**src/rtl/sync_fifo_lvl.sv**
```systemverilog
// Single-clock FIFO with fill level, almost-full/almost-empty thresholds and sticky error flags.
// Define SYNC_FIFO_FWFT_EN for first-word-fall-through reads; otherwise rdata is registered.
module sync_fifo_lvl #(
  parameter int DSIZE      = 8,
  parameter int ASIZE      = 4,
  parameter int AFULL_LVL  = 14,
  parameter int AEMPTY_LVL = 2
) (
  input  logic             clk,
  input  logic             rst,
  input  logic [DSIZE-1:0] wdata,
  input  logic             winc,
  input  logic             rinc,
  input  logic             err_clr,
  output logic [DSIZE-1:0] rdata,
  output logic             wfull,
  output logic             rempty,
  output logic             almost_full,
  output logic             almost_empty,
  output logic [ASIZE:0]   level,
  output logic             overflow,
  output logic             underflow
);

  localparam int DEPTH = 1 << ASIZE;
  localparam logic [ASIZE:0] AFULL_L  = (ASIZE+1)'(AFULL_LVL);
  localparam logic [ASIZE:0] AEMPTY_L = (ASIZE+1)'(AEMPTY_LVL);

  logic [DSIZE-1:0] mem [DEPTH];

  logic [ASIZE:0]   wptr_q, wptr_d;
  logic [ASIZE:0]   rptr_q, rptr_d;
  logic [ASIZE:0]   level_q, level_d;
  logic             overflow_q, overflow_d;
  logic             underflow_q, underflow_d;
  logic [ASIZE-1:0] waddr, raddr;
  logic             wr_acc, rd_acc;

  assign waddr = wptr_q[ASIZE-1:0];
  assign raddr = rptr_q[ASIZE-1:0];

  // Full when only the wrap bits differ; empty when the pointers match exactly.
  assign wfull  = (wptr_q[ASIZE] != rptr_q[ASIZE]) && (waddr == raddr);
  assign rempty = (wptr_q == rptr_q);

  assign almost_full  = (level_q >= AFULL_L);
  assign almost_empty = (level_q <= AEMPTY_L);
  assign level        = level_q;
  assign overflow     = overflow_q;
  assign underflow    = underflow_q;

  assign wr_acc = winc && !wfull;
  assign rd_acc = rinc && !rempty;

  always_comb begin
    wptr_d      = wptr_q;
    rptr_d      = rptr_q;
    level_d     = level_q;
    overflow_d  = overflow_q;
    underflow_d = underflow_q;

    if (wr_acc) wptr_d = wptr_q + 1'b1;
    if (rd_acc) rptr_d = rptr_q + 1'b1;

    case ({wr_acc, rd_acc})
      2'b10:   level_d = level_q + 1'b1;
      2'b01:   level_d = level_q - 1'b1;
      default: level_d = level_q;
    endcase

    // A rejected request in the same cycle as err_clr keeps the flag set.
    if (winc && wfull)  overflow_d = 1'b1;
    else if (err_clr)   overflow_d = 1'b0;

    if (rinc && rempty) underflow_d = 1'b1;
    else if (err_clr)   underflow_d = 1'b0;
  end

  always_ff @(posedge clk or negedge rst) begin
    if (!rst) begin
      wptr_q      <= '0;
      rptr_q      <= '0;
      level_q     <= '0;
      overflow_q  <= 1'b0;
      underflow_q <= 1'b0;
    end else begin
      wptr_q      <= wptr_d;
      rptr_q      <= rptr_d;
      level_q     <= level_d;
      overflow_q  <= overflow_d;
      underflow_q <= underflow_d;
    end
  end

  // Storage is deliberately not reset; gating on rst stops writes while reset is held.
  always_ff @(posedge clk) begin
    if (wr_acc && rst) mem[waddr] <= wdata;
  end

`ifdef SYNC_FIFO_FWFT_EN
  assign rdata = mem[raddr];
`else
  logic [DSIZE-1:0] rdata_q, rdata_d;

  always_comb begin
    rdata_d = rdata_q;
    if (rd_acc) rdata_d = mem[raddr];
  end

  always_ff @(posedge clk or negedge rst) begin
    if (!rst) rdata_q <= '0;
    else      rdata_q <= rdata_d;
  end

  assign rdata = rdata_q;
`endif

endmodule

```
**config.mk**
```make
export PLATFORM = sky130hd
export DESIGN_NAME = sync_fifo_lvl
export DESIGN_NICKNAME = d
export VERILOG_FILES = /design/src/rtl/sync_fifo_lvl.sv
export SDC_FILE = /design/constraint.sdc
export NUM_CORES = 1
export LEC_CHECK = 0
export CAP_MARGIN = 15
export CORE_ASPECT_RATIO = 2
export CORE_MARGIN = 3
export CORE_UTILIZATION = 45
export DETAILED_ROUTE_END_ITERATION = 10
export PLACE_DENSITY = 0.75
export SKIP_LAST_GASP = 1
export SLEW_MARGIN = 30
export SYNTH_ARGS = -nofsm -noshare
export SYNTH_HDL_FRONTEND = slang
export SYNTH_SLANG_ARGS = --single-unit
```
**constraint.sdc**
```tcl
create_clock -name clk -period 4.3 [get_ports clk]
set_input_delay 0.43 -clock clk [delete_from_list [all_inputs] [get_ports clk]]
set_output_delay 0.43 -clock clk [all_outputs]
set_load 0.03 [all_outputs]
```
==> impl_results.md, run 1 <==
- TritonCTS Buffers: 17
- Core area: between 10,000 and 15,000 um2
- Yosys reg bits: 153
- Pwr dens: between 600 and 700 nW/um2
- Mean Syn Cell Area: roughly 17 um2
- Slew @ Worst Pin: 0.8979 ns
- I/O Buffers: 31
- Synth Net Count: between 300 and 400
- CP Class: register to register
- Post-synth EDFFs: ~130
- Post-synth top area share: between 60% and 70%
- Remaining DRCs: 0
- Peak VDD IR: 0.6667 mV
- Hold Crit Class: primary input to asynchronous set/reset pin
- RSZ-0062 raised after global routing: no
- TritonCTS clock tree: yes
- Final RePlAce weighted congestion: 0.8796
- Share of cells above drive strength 1: about a fifth
- Total GRT Usage: between 10% and 20%
- Hold_buf cts: 0
- Setup crit start kind: register
- Max Slew Vio Count: 0
- Post-CTS Setup Inserts: 0
- Async set-reset flop share out of synthesis: between 10% and 20%
- Final cell area excluding filler cells: 7406 um2
- Top post-synthesis cells by count: 128 x edfxtp_1, 25 x dfrtp_1, 24 x mux4_2
- Post-synthesis sequential area ratio: 71.27%
- Area Growth Syn to Fin: 18.10%
- Mapped Area: approximately 6300 um2
- Unique masters post-synth: 33
- Setup violators final: 0
- Number of global-route vias before repair: 3,673
- Die area: 15,470 um2
- CP arrival: between 3 and 4 ns
- CTS clk-pin slew, worst paths: 0.06 ns
- Via count: around 3,300
- Post-CTS sizing: 0
- Leak: around 2.5 nW
- Fillers: ~1,000
- DR iter-0 viols: ~350
- Yosys warnings: 0
- Ports: 32
- Crit Path Max Fanout: 22
- CP required: ~4.6 ns
- Cell with the most instances after synthesis: edfxtp_1
- Clock skew: 0.006538 ns
- Overflow after GRT: 0
- Status: finished, final reports clean
- Leading area contributor after synthesis: edfxtp_1
- Drt via density: about 5.8
- H-tree depth: 4
- Max Cap Viol: 0
- Die W: between 80 and 90 um
- Final hold vios: 0
- Largest net degree at the start of global routing: between 50 and 60
- CP Cell Sequence: xnor2_1 -> nand4_1 -> o21a_1 -> ha_1 -> fa_1 -> a21o_1 -> a21oi_1 -> xor2_1 -> nor2_1 -> xor2_1
- Setup crit end kind: register
- Cells after Synth: approximately 360
- Cell mode on critical path: xor2_1
- DP Area: roughly 6800 um2
- Routed wire length: around 13,000 um
- Crit path largest cell delay: 0.76 ns
- NumNets Final: around 430
- Clock sinks: 153
- Largest cells by area after synthesis: edfxtp_1 61%, dfrtp_1 10%, mux4_2 8.6%
- Fmax: 296.0 MHz
- ANT nets after route: 0
- Tcrit/Tclk final: between 70% and 80%
- CP max-delay cell: dfrtp_1
- Global-route wire length before repair: ~20,000 um
- Flop2flop setup slack: 0.92 ns
- Finished Layout Cells: 577
- Placed Cells: between 500 and 600
- Die height: 172.9 um
- Drt wl/cell: 21.98 um
- Initial antenna violation count: 0
- Root Driver: clkbuf_16
- Slew HR: 39.59%
- Worst-Skew Late Latency: between 0.4 and 0.5 ns
- Top FF cell, synth: edfxtp_1
- ANT cells: 0
- Final worst path period need: 3.378 ns
- Row count: 60
- DPL Wire Length: between 8000 and 9000 um
- Clock Path Buffers: 2
- Pre-antenna DRT Iters: 4
- Setup TNS: 0 ns
- Initial Utilization: 46.41%
## flip-flops by register name, indices dropped and copies added (netlist names)
name / flops
mem: 128
rptr_q: 5
overflow: 1
level: 5
underflow: 1
rdata: 8
wptr_q: 5
## stage by stage
step,worst slack [ns],utilization (%),hold WS (ns),total power [mW]
after global placement,1.111,50.36,0.5174,3.586
after CTS,0.9328,54.81,0.3987,5.166
after global routing,0.6250,54.81,0.4115,5.384
after detailed placement,0.9824,50.36,0.5211,3.645
final,0.9221,54.81,0.3947,5.114
after floorplan,1.558,-,0.1344,3.179
## layout by cell type (no fill, tap or decap), types with 2 or more instances in the layout
cell and n:
a2111oi_0 9, a211oi_1 8, a21o_1 2, a21oi_1 18, buf_4 21, bufinv_16 3
clkbuf_1 2, clkbuf_16 17, clkdlybuf4s50_1 31, clkinvlp_4 4, dfrtp_1 23, dfrtp_2 2
edfxtp_1 128, ha_1 9, inv_1 5, inv_6 4, mux2_2 11, mux2i_1 8
mux4_2 24, nand2_1 10, nand2b_1 3, nand4_1 3, nor2_1 14, nor2b_1 16
nor3_1 12, nor4_1 4, o21ai_0 4, xnor2_1 12, xor2_1 7
## power breakdown
group          leakage (nW)  switching [mW]  internal, mW
Combinational         0.786           0.897         0.744
Sequential             1.44           0.170          1.80
Clock                 0.279           0.587         0.919
## metal layers
metal  part of all wire (%)  GRT usage, %
met2                     56         31.13
met5                      0             0
met1                     36         20.86
met3                    3.2         4.435
met4                    4.9         8.696
## worst paths after layout
check / start / to / cells after the start
worst max-delay path: rptr_q[3] / level[4] / 10
worst min-delay path: rst / level[1] / 2
worst max register to register: rptr_q[3] / level[4] / 10
worst min register to register: underflow / underflow / 2
max in group asynchronous: rst / rptr_q[2] / 2
min in group clk: underflow / underflow / 2
## critical path, delay by kind of cell, from the launching register on
family	cells	cell delay [ns]
compound gates	3	0.85
fa+ha+maj	2	0.85
flops	1	0.76
xor+xnor	3	0.51
simple gates	2	0.25
## layout make-up
type | instances | area [um2] | share of cell area (%)
tap | 155 | 193.9 | 2.619
sequential | 153 | 4472 | 60.38
clock buffer | 19 | 432.9 | 5.846
clock inverter | 13 | 167.7 | 2.264
timing repair buffer | 52 | 467.9 | 6.319
multi-input combinational | 180 | 1653 | 22.32
inverter | 5 | 18.77 | 0.2534
## logic make-up (layout without fill, tap and decap cells)
kind of cell               count (synthesis)  after routing  share of synthesized area, %
AOI/OAI and AO/OA                         44             44                         4.549
xor gates and xnor gates                  19             19                         2.654
adders and majority gates                 10             10                         2.115
buffers and inverters                     26             89                         2.374
DFF                                      153            153                         71.27
muxes                                     43             43                         11.87
and+or+nand+nor                           64             64                         5.168
Note: power is estimated with default switching activity, not from simulation.
==> run 2, diff against run 1 <==
- PLACE_DENSITY: 0.75 -> 0.77
- clock period: 4.3 -> 2.8 ns (I/O delays scaled with it)
==> impl_results.md, run 2 (synthesis results as in run 1) <==
- Sequential share of power: around 36%
- DR iter-0 viols: 239
- Tcrit/Tclk final: 92.38%
- TritonCTS Buffers: 17
- CP Buf/Inv Count: 0
- Final hold vios: 0
- Most frequent cells in the layout: 128 x edfxtp_1, 31 x clkdlybuf4s50_1, 30 x buf_4
- Comb pwr share: 32.7%
- Clock skew: between 0.005 and 0.006 ns
- Leak: about 2.6 nW
- Share of cells above drive strength 1: a little under a quarter
- CP Cell Sequence: xnor2_1 -> nand4_1 -> o21a_1 -> ha_1 -> fa_1 -> a21o_1 -> a21oi_1 -> xor2_1 -> nor2_1 -> xor2_1
- CP required: ~3.1 ns
- Clock Path Buffers: 2
- Setup crit end kind: register
- Largest Register: mem
- CP delay by family, top: adder cells
- RSZ-0062 raised after global routing: no
- CP max-delay cell: dfrtp_1
- H-tree depth: 4
- Setup violators final: 0
- Hold_buf cts: 0
- CP Class: register to register
- Worst-Skew Late Latency: 0.41 ns
- Number of global-route vias before repair: 3,548
- Row count: 60
- Global-route wire length before repair: about 20,000 um
- Via count: around 3,300
- Drt wl/cell: roughly 21 um
- Final RePlAce weighted congestion: between 0.8 and 0.9
- Internal power: around 5.7 mW
- Final worst path period need: ~2.6 ns
- NumNets Final: roughly 440
- Max FFs per register: 128
- Routed wire length: 12,290 um
- Ports: 32
- Net load switching power: approximately 2.5 mW
- Initial antenna violation count: 0
- Crit Path Max Fanout: 6
- Leading cell type in the layout, fill and taps excluded: edfxtp_1
- Slew HR: between 50 and 60%
- Switching Fraction: 30.38%
- Overflow after GRT: 0
- Area Growth Syn to Fin: 20.25%
- Max Slew Vio Count: 0
- Drt via density: between 5 and 6
- Max Cap Viol: 0
- Largest net degree at the start of global routing: 52
- Pwr dens: between 1000 and 1500 nW/um2
- ANT nets after route: 0
- I/O Buffers: 31
- Die W: between 80 and 90 um
- Core area: 13,510 um2
- Post-CTS sizing: 0
- Slew @ Worst Pin: 0.6767 ns
- Clock network power share: 31.0%
- Setup TNS: 0 ns
- CP arrival: around 2.9 ns
- Fmax: around 390 MHz
- TritonCTS clock tree: yes
- Crit path largest cell delay: around 0.44 ns
- Status: finished, final reports clean
- Initial Utilization: 46.41%
- ANT cells: 0
- Pre-antenna DRT Iters: 7
- Cell mode on critical path: xor2_1
- Remaining DRCs: 0
- Clock sinks: about 150
- Post-route core utilization: between 50% and 60%
- Hold Crit Class: primary input to asynchronous set/reset pin
- Die area: ~15,000 um2
- Setup crit start kind: register
- Post-CTS Setup Inserts: 0
- CTS clk-pin slew, worst paths: 0.06 ns
- Root Driver: clkbuf_16
- Peak VDD IR: 0.7629 mV
- Total GRT Usage: roughly 18%
- Die height: 172.9 um
- DPL Wire Length: between 8000 and 9000 um
run 2: cell count changes in the layout (fill, tap and decap cells not counted), sizes merged:
| cell | before | now |
|---|---|---|
| clkbuf | 19 | 25 |
| clkinvlp | 4 | 1 |
| inv | 9 | 5 |
| buf | 21 | 30 |
| bufinv | 3 | 5 |
| clkinv | 2 | 1 |
run 2: power groups by stage:
stage,clock network (mW),registers [mW],logic [mW]
after global routing,2.64,2.98,2.90
after detailed placement,0,2.99,2.68
final,2.52,2.95,2.66
after CTS,2.55,2.95,2.71
after global placement,0,2.97,2.62
after floorplan,0,3.15,1.73
run 2: cell type report:
class,instances,area (um2)
Fill cell,1008,5972
Sequential cell,153,4472
Multi-Input combinational cell,180,1653
Timing Repair Buffer,61,535.5
Clock buffer,25,505.5
Tap cell,155,193.9
Clock inverter,7,162.7
Inverter,5,18.77
run 2: final timing paths:
check	from	endpoint	slack (ns)	depth (start not counted)
hold / removal	rst	rdata[0]	0.17	2
min in group clk	rinc	underflow	0.47	3
setup / recovery	wptr_q[1]	level[4]	0.21	10
setup reg to reg	wptr_q[1]	level[4]	0.21	10
hold reg to reg	level[4]	level[4]	0.53	1
max in group asynchronous	rst	rptr_q[2]	2.16	3
run 2: worst reg2reg max path: cells and delay by family (launching register included):
kind,cells,cell delay (ns)
simple gates,2,0.25
fa+ha+maj,2,0.70
xor+xnor,3,0.49
compound gates,3,0.60
flops,1,0.44
run 2: per-layer routing:
| layer | vias to the layer above | wire length, um | part of all wire [%] | global-route usage (%) |
|---|---|---|---|---|
| li1 | 1523 | - | - | - |
| met2 | 105 | 6994 | 57 | 30.30 |
| met5 | - | 0 | 0 | 0 |
| met4 | 0 | 456 | 3.7 | 8.882 |
| met1 | 1686 | 4365 | 36 | 19.89 |
| met3 | 26 | 470 | 3.8 | 3.338 |
run 2: metrics by stage:
stage          power (mW)  hold WS, ns  instance area, um2  setup slack, ns  cells
6_report            8.122       0.1735                7541           0.2133    586
4_1_cts             8.210       0.1644                7541           0.1826    586
3_3_place_gp        5.592       0.5137                6873           0.2541    554
5_1_grt             8.518       0.1957                7541          0.02512    586
2_1_floorplan       4.882     -0.01559                6271          0.05818    359
3_5_place_dp        5.677       0.5182                6873           0.1936    554
